--- src/rtl/reorder_buffer_pkg.sv ---
// Reorder buffer shared definitions: default geometry, entry layout
// and the tag type for the default depth.
package rob_pkg;

    localparam int ROB_DEPTH  = 8;
    localparam int ROB_DATA_W = 32;
    localparam int ROB_RD_W   = 5;

    typedef logic [$clog2(ROB_DEPTH)-1:0] rob_tag_t;

    typedef struct packed {
        logic                  valid;
        logic                  done;
        logic [ROB_RD_W-1:0]   rd;
        logic [ROB_DATA_W-1:0] data;
    } rob_entry_t;

endpackage

--- src/rtl/reorder_buffer_if.sv ---
// Reorder buffer bus: dispatch allocation, CDB writeback, commit
// handshake, flush and occupancy status.
//   master : core side (dispatch / execute / register file)
//   slave  : the reorder buffer
interface reorder_buffer_if
    import rob_pkg::*;
#(
    parameter int DEPTH  = ROB_DEPTH,
    parameter int DATA_W = ROB_DATA_W,
    parameter int RD_W   = ROB_RD_W
);
    localparam int TAG_W = $clog2(DEPTH);

    logic              alloc;
    logic [RD_W-1:0]   alloc_rd;
    logic [TAG_W-1:0]  alloc_tag;
    logic              full;
    logic              empty;
    logic [TAG_W:0]    count;
    logic              wb_valid;
    logic [TAG_W-1:0]  wb_tag;
    logic [DATA_W-1:0] wb_data;
    logic              commit_valid;
    logic              commit_ready;
    logic [TAG_W-1:0]  commit_tag;
    logic [RD_W-1:0]   commit_rd;
    logic [DATA_W-1:0] commit_data;
    logic              flush;

    modport master (
        output alloc, alloc_rd, wb_valid, wb_tag, wb_data, commit_ready, flush,
        input  alloc_tag, full, empty, count,
        input  commit_valid, commit_tag, commit_rd, commit_data
    );

    modport slave (
        input  alloc, alloc_rd, wb_valid, wb_tag, wb_data, commit_ready, flush,
        output alloc_tag, full, empty, count,
        output commit_valid, commit_tag, commit_rd, commit_data
    );

endinterface

--- src/rtl/reorder_buffer.sv ---
// Reorder buffer: in-order allocate at the tail, out-of-order completion
// by tag, in-order retirement from the head via a valid/ready handshake.
// Ports:
//   clk : rising-edge clock
//   rst : synchronous active-high reset
//   bus : reorder_buffer_if.slave (alloc, writeback, commit, flush, status)
module reorder_buffer
    import rob_pkg::*;
#(
    parameter int DEPTH  = ROB_DEPTH,
    parameter int DATA_W = ROB_DATA_W,
    parameter int RD_W   = ROB_RD_W
) (
    input  logic            clk,
    input  logic            rst,
    reorder_buffer_if.slave bus
);

    localparam int TAG_W = $clog2(DEPTH);
    localparam int CNT_W = TAG_W + 1;

    typedef struct packed {
        logic              valid;
        logic              done;
        logic [RD_W-1:0]   rd;
        logic [DATA_W-1:0] data;
    } entry_t;

    entry_t           ent [DEPTH];
    logic [TAG_W-1:0] head;
    logic [TAG_W-1:0] tail;
    logic [CNT_W-1:0] count;

    logic full;
    logic alloc_fire;
    logic commit_fire;
    logic wb_fire;

    assign full        = (count == CNT_W'(DEPTH));
    assign alloc_fire  = bus.alloc && !full;
    assign commit_fire = ent[head].valid && ent[head].done && bus.commit_ready;
    // A writeback aimed at the retiring head is dropped so the retired
    // entry is cleared cleanly rather than rewritten.
    assign wb_fire     = bus.wb_valid && ent[bus.wb_tag].valid &&
                         !(commit_fire && (bus.wb_tag == head));

    always_ff @(posedge clk) begin
        if (rst) begin
            for (int unsigned i = 0; i < DEPTH; i++) begin
                ent[i] <= '0;
            end
            head  <= '0;
            tail  <= '0;
            count <= '0;
        end else if (bus.flush) begin
            // rd/data are left stale; valid/done alone define occupancy.
            for (int unsigned i = 0; i < DEPTH; i++) begin
                ent[i].valid <= 1'b0;
                ent[i].done  <= 1'b0;
            end
            head  <= '0;
            tail  <= '0;
            count <= '0;
        end else begin
            if (wb_fire) begin
                ent[bus.wb_tag].done <= 1'b1;
                ent[bus.wb_tag].data <= bus.wb_data;
            end
            if (commit_fire) begin
                ent[head].valid <= 1'b0;
                ent[head].done  <= 1'b0;
                head            <= head + TAG_W'(1);
            end
            // Tail never equals a live head here: alloc needs !full and
            // commit needs a non-empty buffer.
            if (alloc_fire) begin
                ent[tail].valid <= 1'b1;
                ent[tail].done  <= 1'b0;
                ent[tail].rd    <= bus.alloc_rd;
                ent[tail].data  <= '0;
                tail            <= tail + TAG_W'(1);
            end
            unique case ({alloc_fire, commit_fire})
                2'b10:   count <= count + CNT_W'(1);
                2'b01:   count <= count - CNT_W'(1);
                default: count <= count;
            endcase
        end
    end

    assign bus.alloc_tag    = tail;
    assign bus.full         = full;
    assign bus.empty        = (count == '0);
    assign bus.count        = count;
    assign bus.commit_valid = ent[head].valid && ent[head].done;
    assign bus.commit_tag   = head;
    assign bus.commit_rd    = ent[head].rd;
    assign bus.commit_data  = ent[head].data;

endmodule

--- src/flat_wrapper.sv ---
// flat-port wrapper written by rule: the top's interface ports become plain ports
module reorder_buffer_flat import rob_pkg::*;
#(
    parameter int DEPTH  = ROB_DEPTH,
    parameter int DATA_W = ROB_DATA_W,
    parameter int RD_W   = ROB_RD_W
)
  (clk, rst, bus_alloc, bus_alloc_rd, bus_wb_valid, bus_wb_tag, bus_wb_data, bus_commit_ready, bus_flush, bus_alloc_tag, bus_full, bus_empty, bus_count, bus_commit_valid, bus_commit_tag, bus_commit_rd, bus_commit_data);
  reorder_buffer_if #(.DEPTH(DEPTH), .DATA_W(DATA_W), .RD_W(RD_W)) bus_i ();
  input  logic clk;
  input  logic rst;
  input wire logic [$bits(bus_i.alloc)-1:0] bus_alloc;
  input wire logic [$bits(bus_i.alloc_rd)-1:0] bus_alloc_rd;
  input wire logic [$bits(bus_i.wb_valid)-1:0] bus_wb_valid;
  input wire logic [$bits(bus_i.wb_tag)-1:0] bus_wb_tag;
  input wire logic [$bits(bus_i.wb_data)-1:0] bus_wb_data;
  input wire logic [$bits(bus_i.commit_ready)-1:0] bus_commit_ready;
  input wire logic [$bits(bus_i.flush)-1:0] bus_flush;
  output wire logic [$bits(bus_i.alloc_tag)-1:0] bus_alloc_tag;
  output wire logic [$bits(bus_i.full)-1:0] bus_full;
  output wire logic [$bits(bus_i.empty)-1:0] bus_empty;
  output wire logic [$bits(bus_i.count)-1:0] bus_count;
  output wire logic [$bits(bus_i.commit_valid)-1:0] bus_commit_valid;
  output wire logic [$bits(bus_i.commit_tag)-1:0] bus_commit_tag;
  output wire logic [$bits(bus_i.commit_rd)-1:0] bus_commit_rd;
  output wire logic [$bits(bus_i.commit_data)-1:0] bus_commit_data;
  assign bus_i.alloc = bus_alloc;
  assign bus_i.alloc_rd = bus_alloc_rd;
  assign bus_i.wb_valid = bus_wb_valid;
  assign bus_i.wb_tag = bus_wb_tag;
  assign bus_i.wb_data = bus_wb_data;
  assign bus_i.commit_ready = bus_commit_ready;
  assign bus_i.flush = bus_flush;
  assign bus_alloc_tag = bus_i.alloc_tag;
  assign bus_full = bus_i.full;
  assign bus_empty = bus_i.empty;
  assign bus_count = bus_i.count;
  assign bus_commit_valid = bus_i.commit_valid;
  assign bus_commit_tag = bus_i.commit_tag;
  assign bus_commit_rd = bus_i.commit_rd;
  assign bus_commit_data = bus_i.commit_data;
  reorder_buffer #(.DEPTH(DEPTH), .DATA_W(DATA_W), .RD_W(RD_W)) u_core (.clk(clk), .rst(rst), .bus(bus_i));
endmodule
--- config.mk ---
export PLATFORM = sky130hd
export DESIGN_NAME = reorder_buffer_flat
export DESIGN_NICKNAME = d
export VERILOG_FILES = /design/src/rtl/reorder_buffer_pkg.sv /design/src/rtl/reorder_buffer_if.sv /design/src/rtl/reorder_buffer.sv /design/src/flat_wrapper.sv
export SDC_FILE = /design/constraint.sdc
export NUM_CORES = 1
export LEC_CHECK = 0
export ABC_AREA = 1
export CORE_MARGIN = 2
export CORE_UTILIZATION = 40
export DETAILED_ROUTE_END_ITERATION = 7
export PLACE_DENSITY = 0.58
export SYNTH_ARGS = -nofsm -noshare
export SYNTH_HDL_FRONTEND = slang
export SYNTH_SLANG_ARGS = --single-unit
--- constraint.sdc ---
create_clock -name clk -period 3.1 [get_ports clk]
set_clock_uncertainty 0.15 [all_clocks]
set_input_delay 0.93 -clock clk [delete_from_list [all_inputs] [get_ports clk]]
set_output_delay 0.93 -clock clk [all_outputs]
set_load 0.01 [all_outputs]
==> reports/results.ini <==
[die]
fp.dieH_um = 202
die_x_um = 202
rows = 72
dieArea_mm2 = 0.0409
initial_core_util_pct = 40.6
io_pins = 96
fp.coreArea_mm2 = 0.0387

[drt]
drc_errors = 0
drt-total-wl_um = 60300
via_per_inst = 6.20
num_vias = 16800
ant_nets = 0
wl_per_cell_um = 22.3
drt_pass1_iterations = 7
drt-initial-drc-count = 1968

[worst_setup_path]
critPathArrivalTime_ns = 2.11
worstReg2RegEnd = u_core.bus.count[3]
path_max_fanout = 10
path_buf_inv = 4
cp.required_ns = 2.02
reg2regPathDepth = 19
slowest_delay_ns = 0.36
critPathLaunchType = flop
crit_family = buffers and inverters
worstSetupPathDepth = 8
crit_chain = buf_12 > inv_6 > bufbuf_16 > nor2_1 > o22ai_1 > nor2_1 > a31oi_1 > buf_2
critPathCaptureType = output port
slowest_stage = dfxtp_4
worst-setup-path-type = reg -> out
reg2reg_slack_ns = 0.24
crit_top_cell = nor2_1

[hold_path]
hp-start = u_core.ent[7][37]
hold_path_depth = 2
hold_end = u_core.ent[7][37]
hp-class = reg -> reg

[global_routing]
antenna_found_initial = 3
grt_pass1_wl_um = 92000
grt_overflow = 0
grt_max_degree = 61
gr-usage-all-layers_pct = 28.5
grt_pass1_vias = 15900

[timing]
fin_tns_setup_ns = -1.07
drv_slew = 0
fmax_mhz = 314
tightest_slew_ns = 0.470
finalHoldViolations = 0
period_minus_slack_ns = 3.19
setup_viol = 31
max_slew_margin_pct = 68.5
worst_slack_ns = -0.0869
rsz0062_at_grt = true
period_share_pct = 103

[outcome]
violations = setup timing
status = complete, but fails checks

[clock_tree]
insertion_delay_ns = 0.57
cts_root_buf = clkbuf_16
cts_tree = yes
cts.sinks = 325
htree_levels = 2
cts_buffer_depth = 3
clk_pin_slew_ns = 0.06
numCtsBuffers = 39
cts_hold_buf = 0

[synth]
synth_edf_count = 40
ys_seq_area_share_pct = 43.9
yosysWarnings = 0
syn_inst = 2086
ys_seq_elements = 325
syn_area_mm2 = 0.0157
ys_top_cells_by_count = nor2_1 (316), nand3_1 (291), dfxtp_1 (285), a21oi_1 (273), nand4_1 (256)
synth_most_common_cell = nor2_1
ys_top_cells_by_area = dfxtp_1 (36%), nand4_1 (10%), nand3_1 (9.3%), a21oi_1 (8.7%), edfxtp_1 (7.6%)
yosys.area.top_type = dfxtp_1
ys_types = 27
syn_nets = 2138
synth.top_cell.area_share_pct = 36.3
avgSynthCellArea_um2 = 7.53
synth_ff_type = dfxtp_1
synth-async-reset-ratio_pct = 0

[job]
maxCapViolCount = 0

[cells_and_area]
seq_area_mm2 = 0.00691
area_growth_pct = 27.9
fin_nets = 2211
nFillCells = 3680
multi_input_area_mm2 = 0.00778
design_area_mm2 = 0.0201
drive_gt1_share_pct = 17.4

[pwr]
p_leak_nw = 7.43
powerDensity_mw_per_mm2 = 456
ir_worst_vdd_mv = 0.378

[placed_design]
detailed_place.area_mm2 = 0.0179
io_buffers = 95
dpl.hpwl_um = 34500
gp_congestion = 0.820

## kinds of logic after synthesis
group / share of synthesized area [%]
simple gates: 29.6
xor+xnor: 0.223
flops: 43.9
compound gates: 16.7
fa+ha+maj: 0.525
buf+inv: 9.00
## per-layer routing
layer / vias up / wire, um / global-route usage [%]
met4: 0 / 1760 / 11.3
li1: 7658 / - / -
met1: 8154 / 25100 / 37.4
met2: 807 / 28700 / 47.5
met5: - / 0 / 0
met3: 137 / 4750 / 3.87
## worst max-delay path by stage
stage                                endpoint
after floorplan           u_core.bus.count[3]
after global placement     bus_commit_data[1]
after detailed placement   bus_commit_data[1]
after CTS                  bus_commit_data[5]
after global routing       bus_commit_data[6]
final                     bus_commit_data[12]
## layout by cell type (no fill, tap or decap), types with 22 or more instances in the layout
master	n
nor2_1	294
nand3_1	291
dfxtp_1	283
a21oi_1	273
nand4_1	256
o21ai_0	109
buf_4	99
nand2_1	68
buf_12	60
clkdlybuf4s50_1	57
clkbuf_16	42
edfxtp_1	40
buf_2	36
inv_1	33
a31oi_1	33
o21ai_1	26
o22ai_1	22
## power breakdown
part           leakage [nW]  switching, mW  total [mW]  internal, mW
Combinational          4.12          0.291       0.426         0.136
Clock                 0.598           1.86        4.44          2.58
Sequential             2.71         0.0125        4.29          4.28
## through the flow
stage | hold WS, ns | instances | setup WS, ns | total power [mW] | utilization [%]
floorplan | 0.287 | 2086 | 0.392 | 4.58 | -
global placement | 0.296 | 2590 | -0.122 | 4.80 | 46.1
detailed placement | 0.304 | 2590 | -0.109 | 4.81 | 46.1
CTS | 0.315 | 2694 | -0.0996 | 9.19 | 51.2
global route | 0.338 | 2703 | -0.154 | 9.38 | 51.9
finish | 0.321 | 2703 | -0.0869 | 9.16 | 51.9
## flip-flops by register name (all words and copies together), names as in the netlist, named ones only
signal                 flops
u_core.bus.alloc_tag       3
u_core.bus.count           4
u_core.bus.commit_tag      3
u_core.ent               312
## worst min-delay path: cells and delay by family, from the launching register on
kind	cells	cell delay [ns]
AOI/OAI and AO/OA	1	0.06
and+or+nand+nor	1	0.06
DFF	1	0.31
## cell type report
cell class,count,area share [%]
flip-flops and latches,325,34.4
diodes,3,0.0373
repair inverters,1,0.0436
repair buffers,284,16.7
clock inverters,10,0.436
clock buffers,54,5.53
well taps,518,3.22
inverters,40,0.959
multi-input cells,1468,38.7
## timing repair
action | 4_1_cts | 5_1_grt
setup buffers | 26 | 4
gates cloned | 16 | 5
pin swaps | 40 | 48
resized for setup | 239 | 84
setup endpoints to repair | 38 | 39
Note: power is estimated with default switching activity, not from simulation.
